**src/rtl/pc_ras_pkg.sv**
```systemverilog
// Shared types and helpers for the program counter with return-address stack:
// operation encoding, per-cycle priority decode and default parameter values.
package pc_pkg;

    localparam int PC_AW_DEF     = 8;
    localparam int RAS_DEPTH_DEF = 4;
    localparam int RESET_VEC_DEF = 0;

    typedef enum logic [2:0] {
        PC_INC  = 3'd0,
        PC_HOLD = 3'd1,
        PC_BR   = 3'd2,
        PC_CALL = 3'd3,
        PC_RET  = 3'd4,
        PC_XCHG = 3'd5
    } pc_op_t;

    // Priority: stall > call&ret > ret > call > branch > increment.
    function automatic pc_op_t pc_op_decode(input logic stall, input logic call,
                                            input logic ret, input logic br_en);
        pc_op_t op;
        if (stall) begin
            op = PC_HOLD;
        end else if (call && ret) begin
            op = PC_XCHG;
        end else if (ret) begin
            op = PC_RET;
        end else if (call) begin
            op = PC_CALL;
        end else if (br_en) begin
            op = PC_BR;
        end else begin
            op = PC_INC;
        end
        return op;
    endfunction

endpackage

```
**src/rtl/pc_ras_if.sv**
```systemverilog
// Request/response bundle between the control unit and the program counter.
interface pc_ras_if import pc_pkg::*; #(
    parameter int AW = PC_AW_DEF
);
    logic          stall;
    logic          br_en;
    logic          br_rel;
    logic [AW-1:0] br_target;
    logic          call;
    logic          ret;
    logic [AW-1:0] pc;
    logic          ras_empty;
    logic          ras_full;
    logic          ras_ovf;
    logic          ras_unf;

    modport master (
        output stall, br_en, br_rel, br_target, call, ret,
        input  pc, ras_empty, ras_full, ras_ovf, ras_unf
    );

    modport slave (
        input  stall, br_en, br_rel, br_target, call, ret,
        output pc, ras_empty, ras_full, ras_ovf, ras_unf
    );
endinterface

```
**src/rtl/pc_ras_lifo.sv**
```systemverilog
// Circular return-address LIFO: push/pop/replace-top; a push while full
// silently overwrites the oldest entry because the write pointer wraps onto it.
module ras_lifo #(
    parameter int AW    = 8,
    parameter int DEPTH = 4
) (
    input  logic          clk,
    input  logic          rst_n,
    input  logic          push,
    input  logic          pop,
    input  logic          replace,
    input  logic [AW-1:0] din,
    output logic [AW-1:0] top,
    output logic          empty,
    output logic          full
);
    localparam int PW = $clog2(DEPTH);

    logic [AW-1:0] mem_r [DEPTH];
    logic [PW-1:0] sp_r;
    logic [PW-1:0] sp_nxt_s;
    logic [PW:0]   count_r;
    logic [PW:0]   count_nxt_s;
    logic          empty_r;
    logic          full_r;

    assign top   = mem_r[sp_r - PW'(1)];
    assign empty = empty_r;
    assign full  = full_r;

    // Next stack pointer and occupancy; count saturates at DEPTH on overwrite.
    always_comb begin
        sp_nxt_s    = sp_r;
        count_nxt_s = count_r;
        if (push) begin
            sp_nxt_s    = sp_r + PW'(1);
            count_nxt_s = full_r ? count_r : (count_r + (PW+1)'(1));
        end else if (pop) begin
            sp_nxt_s    = sp_r - PW'(1);
            count_nxt_s = count_r - (PW+1)'(1);
        end else begin
            sp_nxt_s    = sp_r;
            count_nxt_s = count_r;
        end
    end

    // Stack storage, pointer, count and registered status flags.
    always_ff @(posedge clk) begin
        if (!rst_n) begin
            sp_r    <= '0;
            count_r <= '0;
            empty_r <= 1'b1;
            full_r  <= 1'b0;
            for (int i = 0; i < DEPTH; i++) begin
                mem_r[i] <= '0;
            end
        end else begin
            sp_r    <= sp_nxt_s;
            count_r <= count_nxt_s;
            empty_r <= (count_nxt_s == (PW+1)'(0));
            full_r  <= (count_nxt_s == (PW+1)'(DEPTH));
            if (push) begin
                mem_r[sp_r] <= din;
            end else if (replace) begin
                mem_r[sp_r - PW'(1)] <= din;
            end
        end
    end
endmodule

```
**src/rtl/pc_ras.sv**
```systemverilog
// Program counter with branch, call/return and hardware return-address stack.
// One-cycle redirect latency; all outputs come straight from registers.
module pc_ras import pc_pkg::*; #(
    parameter int AW        = PC_AW_DEF,
    parameter int RAS_DEPTH = RAS_DEPTH_DEF,
    parameter int RESET_VEC = RESET_VEC_DEF
) (
    input  logic        clk,
    input  logic        rst_n,
    pc_ras_if.slave     bus
);
    pc_op_t        op_s;
    logic [AW-1:0] pc_r;
    logic [AW-1:0] pc_nxt_s;
    logic [AW-1:0] pc_inc_s;
    logic [AW-1:0] target_s;
    logic [AW-1:0] ras_top_s;
    logic          ras_empty_s;
    logic          ras_full_s;
    logic          push_s;
    logic          pop_s;
    logic          replace_s;
    logic          ovf_r;
    logic          unf_r;

    assign op_s     = pc_op_decode(bus.stall, bus.call, bus.ret, bus.br_en);
    assign pc_inc_s = pc_r + AW'(1);

    // Exchange on an empty stack degenerates into a plain push.
    assign push_s    = (op_s == PC_CALL) || ((op_s == PC_XCHG) && ras_empty_s);
    assign pop_s     = (op_s == PC_RET)  && !ras_empty_s;
    assign replace_s = (op_s == PC_XCHG) && !ras_empty_s;

    // Redirect target and next-PC selection.
    always_comb begin
        if (bus.br_rel) begin
            target_s = pc_r + bus.br_target;
        end else begin
            target_s = bus.br_target;
        end
        case (op_s)
            PC_INC:  pc_nxt_s = pc_inc_s;
            PC_HOLD: pc_nxt_s = pc_r;
            PC_BR:   pc_nxt_s = target_s;
            PC_CALL: pc_nxt_s = target_s;
            PC_XCHG: pc_nxt_s = target_s;
            PC_RET:  pc_nxt_s = ras_empty_s ? pc_inc_s : ras_top_s;
            default: pc_nxt_s = pc_r;
        endcase
    end

    // PC register and sticky overflow/underflow flags.
    always_ff @(posedge clk) begin
        if (!rst_n) begin
            pc_r  <= RESET_VEC[AW-1:0];
            ovf_r <= 1'b0;
            unf_r <= 1'b0;
        end else begin
            pc_r <= pc_nxt_s;
            if ((op_s == PC_CALL) && ras_full_s) begin
                ovf_r <= 1'b1;
            end
            if (((op_s == PC_RET) || (op_s == PC_XCHG)) && ras_empty_s) begin
                unf_r <= 1'b1;
            end
        end
    end

    ras_lifo #(
        .AW    (AW),
        .DEPTH (RAS_DEPTH)
    ) u_lifo (
        .clk     (clk),
        .rst_n   (rst_n),
        .push    (push_s),
        .pop     (pop_s),
        .replace (replace_s),
        .din     (pc_inc_s),
        .top     (ras_top_s),
        .empty   (ras_empty_s),
        .full    (ras_full_s)
    );

    assign bus.pc        = pc_r;
    assign bus.ras_empty = ras_empty_s;
    assign bus.ras_full  = ras_full_s;
    assign bus.ras_ovf   = ovf_r;
    assign bus.ras_unf   = unf_r;
endmodule

```
**src/flat_wrapper.sv**
```systemverilog
// flat-port wrapper written by rule: the top's interface ports become plain ports
module pc_ras_flat import pc_pkg::*;
#(
    parameter int AW        = PC_AW_DEF,
    parameter int RAS_DEPTH = RAS_DEPTH_DEF,
    parameter int RESET_VEC = RESET_VEC_DEF
)
  (clk, rst_n, bus_stall, bus_br_en, bus_br_rel, bus_br_target, bus_call, bus_ret, bus_pc, bus_ras_empty, bus_ras_full, bus_ras_ovf, bus_ras_unf);
  pc_ras_if #(.AW(AW)) bus_i ();
  input  logic clk;
  input  logic rst_n;
  input wire logic [$bits(bus_i.stall)-1:0] bus_stall;
  input wire logic [$bits(bus_i.br_en)-1:0] bus_br_en;
  input wire logic [$bits(bus_i.br_rel)-1:0] bus_br_rel;
  input wire logic [$bits(bus_i.br_target)-1:0] bus_br_target;
  input wire logic [$bits(bus_i.call)-1:0] bus_call;
  input wire logic [$bits(bus_i.ret)-1:0] bus_ret;
  output wire logic [$bits(bus_i.pc)-1:0] bus_pc;
  output wire logic [$bits(bus_i.ras_empty)-1:0] bus_ras_empty;
  output wire logic [$bits(bus_i.ras_full)-1:0] bus_ras_full;
  output wire logic [$bits(bus_i.ras_ovf)-1:0] bus_ras_ovf;
  output wire logic [$bits(bus_i.ras_unf)-1:0] bus_ras_unf;
  assign bus_i.stall = bus_stall;
  assign bus_i.br_en = bus_br_en;
  assign bus_i.br_rel = bus_br_rel;
  assign bus_i.br_target = bus_br_target;
  assign bus_i.call = bus_call;
  assign bus_i.ret = bus_ret;
  assign bus_pc = bus_i.pc;
  assign bus_ras_empty = bus_i.ras_empty;
  assign bus_ras_full = bus_i.ras_full;
  assign bus_ras_ovf = bus_i.ras_ovf;
  assign bus_ras_unf = bus_i.ras_unf;
  pc_ras #(.AW(AW), .RAS_DEPTH(RAS_DEPTH), .RESET_VEC(RESET_VEC)) u_core (.clk(clk), .rst_n(rst_n), .bus(bus_i));
endmodule
```
**config.mk**
```make
export PLATFORM = sky130hd
export DESIGN_NAME = pc_ras_flat
export DESIGN_NICKNAME = d
export VERILOG_FILES = /design/src/rtl/pc_ras_pkg.sv /design/src/rtl/pc_ras_if.sv /design/src/rtl/pc_ras_lifo.sv /design/src/rtl/pc_ras.sv /design/src/flat_wrapper.sv
export SDC_FILE = /design/constraint.sdc
export NUM_CORES = 1
export LEC_CHECK = 0
export BUFFER_PORTS_ARGS = -buffer_cell sky130_fd_sc_hd__buf_2
export CAP_MARGIN = 20
export CORE_MARGIN = 10
export CORE_UTILIZATION = 59
export CTS_BUF_LIST = sky130_fd_sc_hd__clkbuf_4 sky130_fd_sc_hd__clkbuf_8
export DETAILED_ROUTE_END_ITERATION = 7
export PLACE_DENSITY_LB_ADDON = 0.2
export SLEW_MARGIN = 20
export SYNTH_ARGS = -nofsm -noshare
export SYNTH_HDL_FRONTEND = slang
export SYNTH_HIERARCHICAL = 1
export SYNTH_SLANG_ARGS = --single-unit
```
**constraint.sdc**
```tcl
create_clock -name clk -period 5.8 [get_ports clk]
set_input_delay 0 -clock clk [delete_from_list [all_inputs] [get_ports clk]]
set_output_delay 0 -clock clk [all_outputs]
set_load 0.02 [all_outputs]
```
Word-level counts from Yosys, hierarchy flattened
Memories as Yosys holds them, arrays and structs flattened.
Cells that the tools add are included.
{"block": "totals", "output_inout_bits": 12, "wordCells": 62, "input_bits": 15, "ff_bits": 17, "ram_bits": 32, "latchBits": 0, "rom_bits": 0, "n_memories": 1}
{"name": "u_core.u_lifo.mem_r", "depth": 4, "word_bits": 8, "read_ports": 1, "rd_ports_with_merged_regs": 0, "wr": 4, "line": "pc_ras_lifo.sv:19", "source": "logic [AW-1:0] mem_r [DEPTH];"}
{"block": "op_classes", "magnitude_cmp": 0, "mux": 27, "shifts": 0, "n_reduce_logical": 16, "n_addsub": 6, "n_bitwise": 0, "eq_ne": 5, "multipliers": 0, "div_mod_pow": 0}
{"operator": "$mux 8", "n": 4}
{"operator": "$pmux 8 s3", "n": 1}
{"operator": "$mux 3", "n": 7}
{"operator": "$reduce_or 8->1", "n": 2}
{"operator": "$mux 1", "n": 10}
{"operator": "$mux 2", "n": 5}
{"operator": "$eq 3x3->1 const B", "n": 3}
{"operator": "$add 8x1->8 const B", "n": 1}
{"operator": "$add 8x8->8", "n": 1}
{"operator": "$eq 3x2->1 const B", "n": 2}
{"operator": "$logic_and 1x1->1", "n": 6}
{"operator": "$logic_not 3->1", "n": 2}
{"operator": "$add 3x1->3 const B", "n": 1}
{"operator": "$reduce_bool 3->1", "n": 1}
{"operator": "$reduce_or 3->1", "n": 1}
{"operator": "$sub 3x1->3 const B", "n": 1}
{"operator": "$add 2x1->2 const B", "n": 1}
{"operator": "$logic_or 1x1->1", "n": 2}
{"operator": "$reduce_bool 2->1", "n": 1}
{"operator": "$sub 2x1->2 const B", "n": 1}
{"operator": "$logic_not 1->1", "n": 1}

Depth between registers and ports, before layout
{"block": "logic_depth", "ltp_word": 14, "ltp_mapped": 9, "ltp_nobuf": 8}

Hierarchy
The synthesis kept the hierarchy.
{"module": "ras_lifo", "seq_area_each_um2": 1101.1, "n_inst": 1, "cells_per_inst": 138, "area_each_um2": 1780.5}
{"module": "pc_ras", "seq_area_each_um2": 200.2, "n_inst": 1, "cells_per_inst": 151, "area_each_um2": 1146.1}

Worst setup path before layout
Ideal clock, no wire load.
{"block": "synth_timing", "path_type": "register to register", "from": "reg u_core.u_lifo.empty_r, in the netlist u_core/u_lifo/empty", "to": "mem u_core.u_lifo.mem_r[3][0] (enable)", "path_buffers": 0, "stages_incl_launch_ff": 5, "t_required_ns": 5.424, "period_less_slack_ns": 1.989, "path_slack_ns": 3.811, "t_arrival_ns": 1.613, "setup_ns": 0.376, "path_cell_list": "dfxtp_1 > nand2b_1 > nor2_1 > or3b_1 > o211ai_1"}
{"element": "from (decl)", "line": "pc_ras_lifo.sv:24", "source": "logic empty_r;"}
{"element": "from (signal assigned)", "line": "pc_ras_lifo.sv:60", "source": "empty_r <= (count_nxt_s == (PW+1)'(0));"}
{"element": "to (decl)", "line": "pc_ras_lifo.sv:19"}

==> out/summary.md <==
The flow ran to the end, and the final reports show no timing, DRC or antenna violations. The fraction of layout instances using a drive strength above 1 came out at 18.85%. The max-slew violation total from the final report came out at 0. From left edge to right edge, the die measures 90.43 um.

The die covers 8178 um^2. The number of port buffers is 26, and the setup slack after placement is 3.257 ns. The tools report the first-iteration detailed-routing DRC count as 139. The number of design rule violations left after detail routing is 0, and the slew at the pin with the worst max-slew slack is 0.8054 ns.

Tracing the worst setup path back leads to its startpoint at u_core/u_lifo/empty. Across the VDD grid, the largest voltage drop is 0.0001646 V. The buffer levels on the longest clock path was 2; the portion of total power attributed to sequential cells was 53.4%.

The main flop type after synthesis was sky130_fd_sc_hd__edfxtp_1. The most common library cell in the layout ignoring fill and taps was sky130_fd_sc_hd__nor2_1. The clock network accounts for 28.7% of the total power.

The count of endpoints failing hold in the final timing report is 0, and the routed via count divided by cell count is 6.016. Critical path buffer and inverter count: 1. STA classifies the critical path endpoint as a flip-flop. The length of the first detailed-routing pass in iterations came out at 4. Entering global routing, the biggest net connects 21 pins. Across every metal layer, demand over resource in global routing totals 16.14%. Of all nets on the critical path, the largest fanout is 14. The final worst slack was 3.290 ns. When the netlist entered floorplanning its net count stood at 315. The insertion delay of the later-clocked pin in the worst-skew pair was 0.31 ns; the number of distinct library cell variants in the gate-level netlist after synthesis was 65. In this run the power spent charging and discharging nets is 0.2307 mW. The clock tree root buffer cell was sky130_fd_sc_hd__clkbuf_8.

For the worst setup path, the data required time is 5.79 ns. The synthesized design contains 49 register bits. At the worst endpoint, the arrival time is 2.50 ns. The wire-length estimate of the detail-placed layout is 4.963 mm. In this run the worst hold path is classified as input pin to flip-flop. The run gives 0 as the initial antenna violation count. The first global-routing pass estimated 10.93 mm of wire. For the number of buffers added for setup after CTS, the log shows 0.

The run gives 0 as the number of diodes added for antenna fixing. The kind of cell with the highest combined delay along the critical path is simple AND/OR/NAND/NOR gates. In this run, the combinational gates consume 17.9% of the power.

The switching power share of the total came out at 29.98%. Dividing the detail-routed wire length by the instance count gives 17.07 um. Area after detailed placement: 3069 um^2. Source of the worst hold timing path: bus_br_target[4]. After layout, the worst path uses 43.27% of the clock period. The share of async-settable or async-resettable flops after synthesis was 0%. The cell count after synthesis is 289, and the number of global-route vias before repair is 2192. The worst setup path is launched from a flip-flop. The number of gates resized after CTS was 0. The die is 90.43 um tall. After synthesis the cells add up to 2927 um^2. The worst pin sits at a relative slew slack of 46.07%.

The run gives 0 as the global route total overflow. The total negative setup slack is 0 ns, and the post-route minimum period is 2.510 ns. At the end of the flow the core is filled with cells to 66.82%. Counting every sink on the clock net gives 49.

Number of enable-type register cells in the synthesized netlist: 32. The number of core rows came out at 25. Setup repair after global routing left no endpoint under its margin. The routability congestion estimate from global placement was 0.8992; the synthesized area per cell was 10.13 um^2. The power per cell area works out to 242.2 nW/um^2. The top cell types in the final layout, fill and taps aside, are sky130_fd_sc_hd__nor2_1, sky130_fd_sc_hd__edfxtp_1, sky130_fd_sc_hd__buf_2, sky130_fd_sc_hd__nand2_1, sky130_fd_sc_hd__inv_1.

The number of violations of the max-capacitance limit was 0; the clock transition time at the flip-flop clock pins of the worst setup and hold paths was 0.10 ns. The CTS buffer count came out at 5. Clock skew on the completed layout was measured at 0.006610 ns. The leakage dissipation is 1.236 nW.

The total routed wirelength was 6.486 mm; the top achievable clock speed was 398.4 MHz. TritonCTS built the clock tree. Internal power comes to 0.5388 mW. Pin placement for this block handled 27 I/O pins. The highest-delay cell along the critical path is sky130_fd_sc_hd__nor2_1.

The power consumption came out at 0.7695 mW. Summing the sequential cell areas from Yosys gives 44.46% of the chip area. The launch point of the worst reg-to-reg path is u_core/u_lifo/empty. Once the floorplan was initialized, standard cells occupied 61.55% of the core.

The core outline area was 4755 um^2. The H-tree was split into 2 levels. Setup violations remaining at the end of the flow were counted as 0. By startpoint and endpoint, the worst setup path is classified as flip-flop to flip-flop. Summing over every cut layer, the via total after detailed routing is 2286. The maximum single-stage delay on the critical path is 0.58 ns, and the cell area after layout is 3177 um^2. The number of nets still failing antenna checks after routing is 0. The net count of the finished layout is 338.

The area growth from synthesis to layout is 8.551%. Walking the worst path, the cells encountered are nor2b_1, nor2_1, inv_1, o21ai_0, nand3b_2, nand2_1. The count of warnings emitted by yosys was 6.
==> metal layers <==
metal	share of wire, %	vias to the layer above	wire length [um]	track usage, %
met5	0	-	0	0
met4	1.8	0	119	6.366
met3	5.1	14	332	3.242
met2	49	70	3186	27.30
met1	44	1092	2848	19.63
li1	-	1110	-	-
==> timing repair <==
action / in CTS / in global routing
endpoints found under the setup margin: 0 / 0
hold buffers: 1 / 0
endpoints found under the hold margin: 1 / 0
==> power groups by stage <==
stage                     Combinational, mW  Clock [mW]  Sequential, mW
after floorplan                       0.103           0           0.416
after global placement                0.134           0           0.418
after detailed placement              0.136           0           0.419
after CTS                             0.138       0.225           0.411
after global routing                  0.152       0.241           0.414
final                                 0.138       0.221           0.411
==> final cells by class <==
cell class | instances | area (um^2)
inverters | 20 | 75.07
clock buffers | 5 | 68.82
clock inverters | 3 | 28.78
multi-input cells | 209 | 1479
repair buffers | 27 | 140.1
fillers | 402 | 1578
flip-flops and latches | 49 | 1301
well taps | 67 | 83.83
==> kinds of logic after synthesis <==
group                      synth area share [%]
AOI/OAI and AO/OA                         15.61
xor gates and xnor gates                  2.095
adders and majority gates                 4.959
buffers and inverters                     5.002
DFF                                       44.46
muxes                                     8.038
and+or+nand+nor                           19.84
==> worst reg2reg max path, cell delays in order, from the launching register on <==
cell                       delay, ns
sky130_fd_sc_hd__dfxtp_1        0.37
sky130_fd_sc_hd__nor2b_1        0.07
sky130_fd_sc_hd__nor2_1         0.58
sky130_fd_sc_hd__inv_1          0.20
sky130_fd_sc_hd__o21ai_0        0.39
sky130_fd_sc_hd__nand3b_2       0.24
sky130_fd_sc_hd__nand2_1        0.34
==> cells in the mapped netlist, types with 5 or more instances <==
library cell / instances / area, um^2
sky130_fd_sc_hd__nor2_1: 41 / 153.9
sky130_fd_sc_hd__edfxtp_1: 32 / 960.9
sky130_fd_sc_hd__nand2_1: 24 / 90.09
sky130_fd_sc_hd__inv_1: 19 / 71.32
sky130_fd_sc_hd__dfxtp_1: 17 / 340.3
sky130_fd_sc_hd__a21oi_1: 10 / 50.05
sky130_fd_sc_hd__ha_1: 10 / 125.1
sky130_fd_sc_hd__nand3_1: 10 / 50.05
sky130_fd_sc_hd__o21ai_0: 10 / 50.05
sky130_fd_sc_hd__mux4_2: 7 / 157.7
sky130_fd_sc_hd__o21a_1: 6 / 45.04
sky130_fd_sc_hd__a211oi_1: 5 / 37.54
sky130_fd_sc_hd__nor3_1: 5 / 25.02
sky130_fd_sc_hd__xor2_1: 5 / 43.79
==> registers in the layout, summed over array words and instances, names as in the netlist <==
| register | count |
|---|---|
| u_core/bus.pc | 8 |
| u_core/bus.ras_ovf | 1 |
| u_core/bus.ras_unf | 1 |
| u_core/u_lifo/count_r | 3 |
| u_core/u_lifo/empty | 1 |
| u_core/u_lifo/full | 1 |
| u_core/u_lifo/mem_r | 32 |
| u_core/u_lifo/sp_r | 2 |
==> through the flow <==
step,std cells,hold slack [ns]
after floorplan,289,0.1383
after CTS,380,0.04039
after detailed placement,371,0.3117
after global routing,380,0.05941
final,380,0.04685
after global placement,371,0.2978
==> worst paths after layout <==
kind,endpoint,slack (ns),depth (start not counted)
worst min register to register,u_core/bus.ras_ovf,0.49,2
worst min-delay path,u_core/bus.pc[4],0.05,3
worst max-delay path,u_core/u_lifo/mem_r[0][0],3.29,6
worst max register to register,u_core/u_lifo/mem_r[0][0],3.29,6
(Power assumes the default switching activity.)
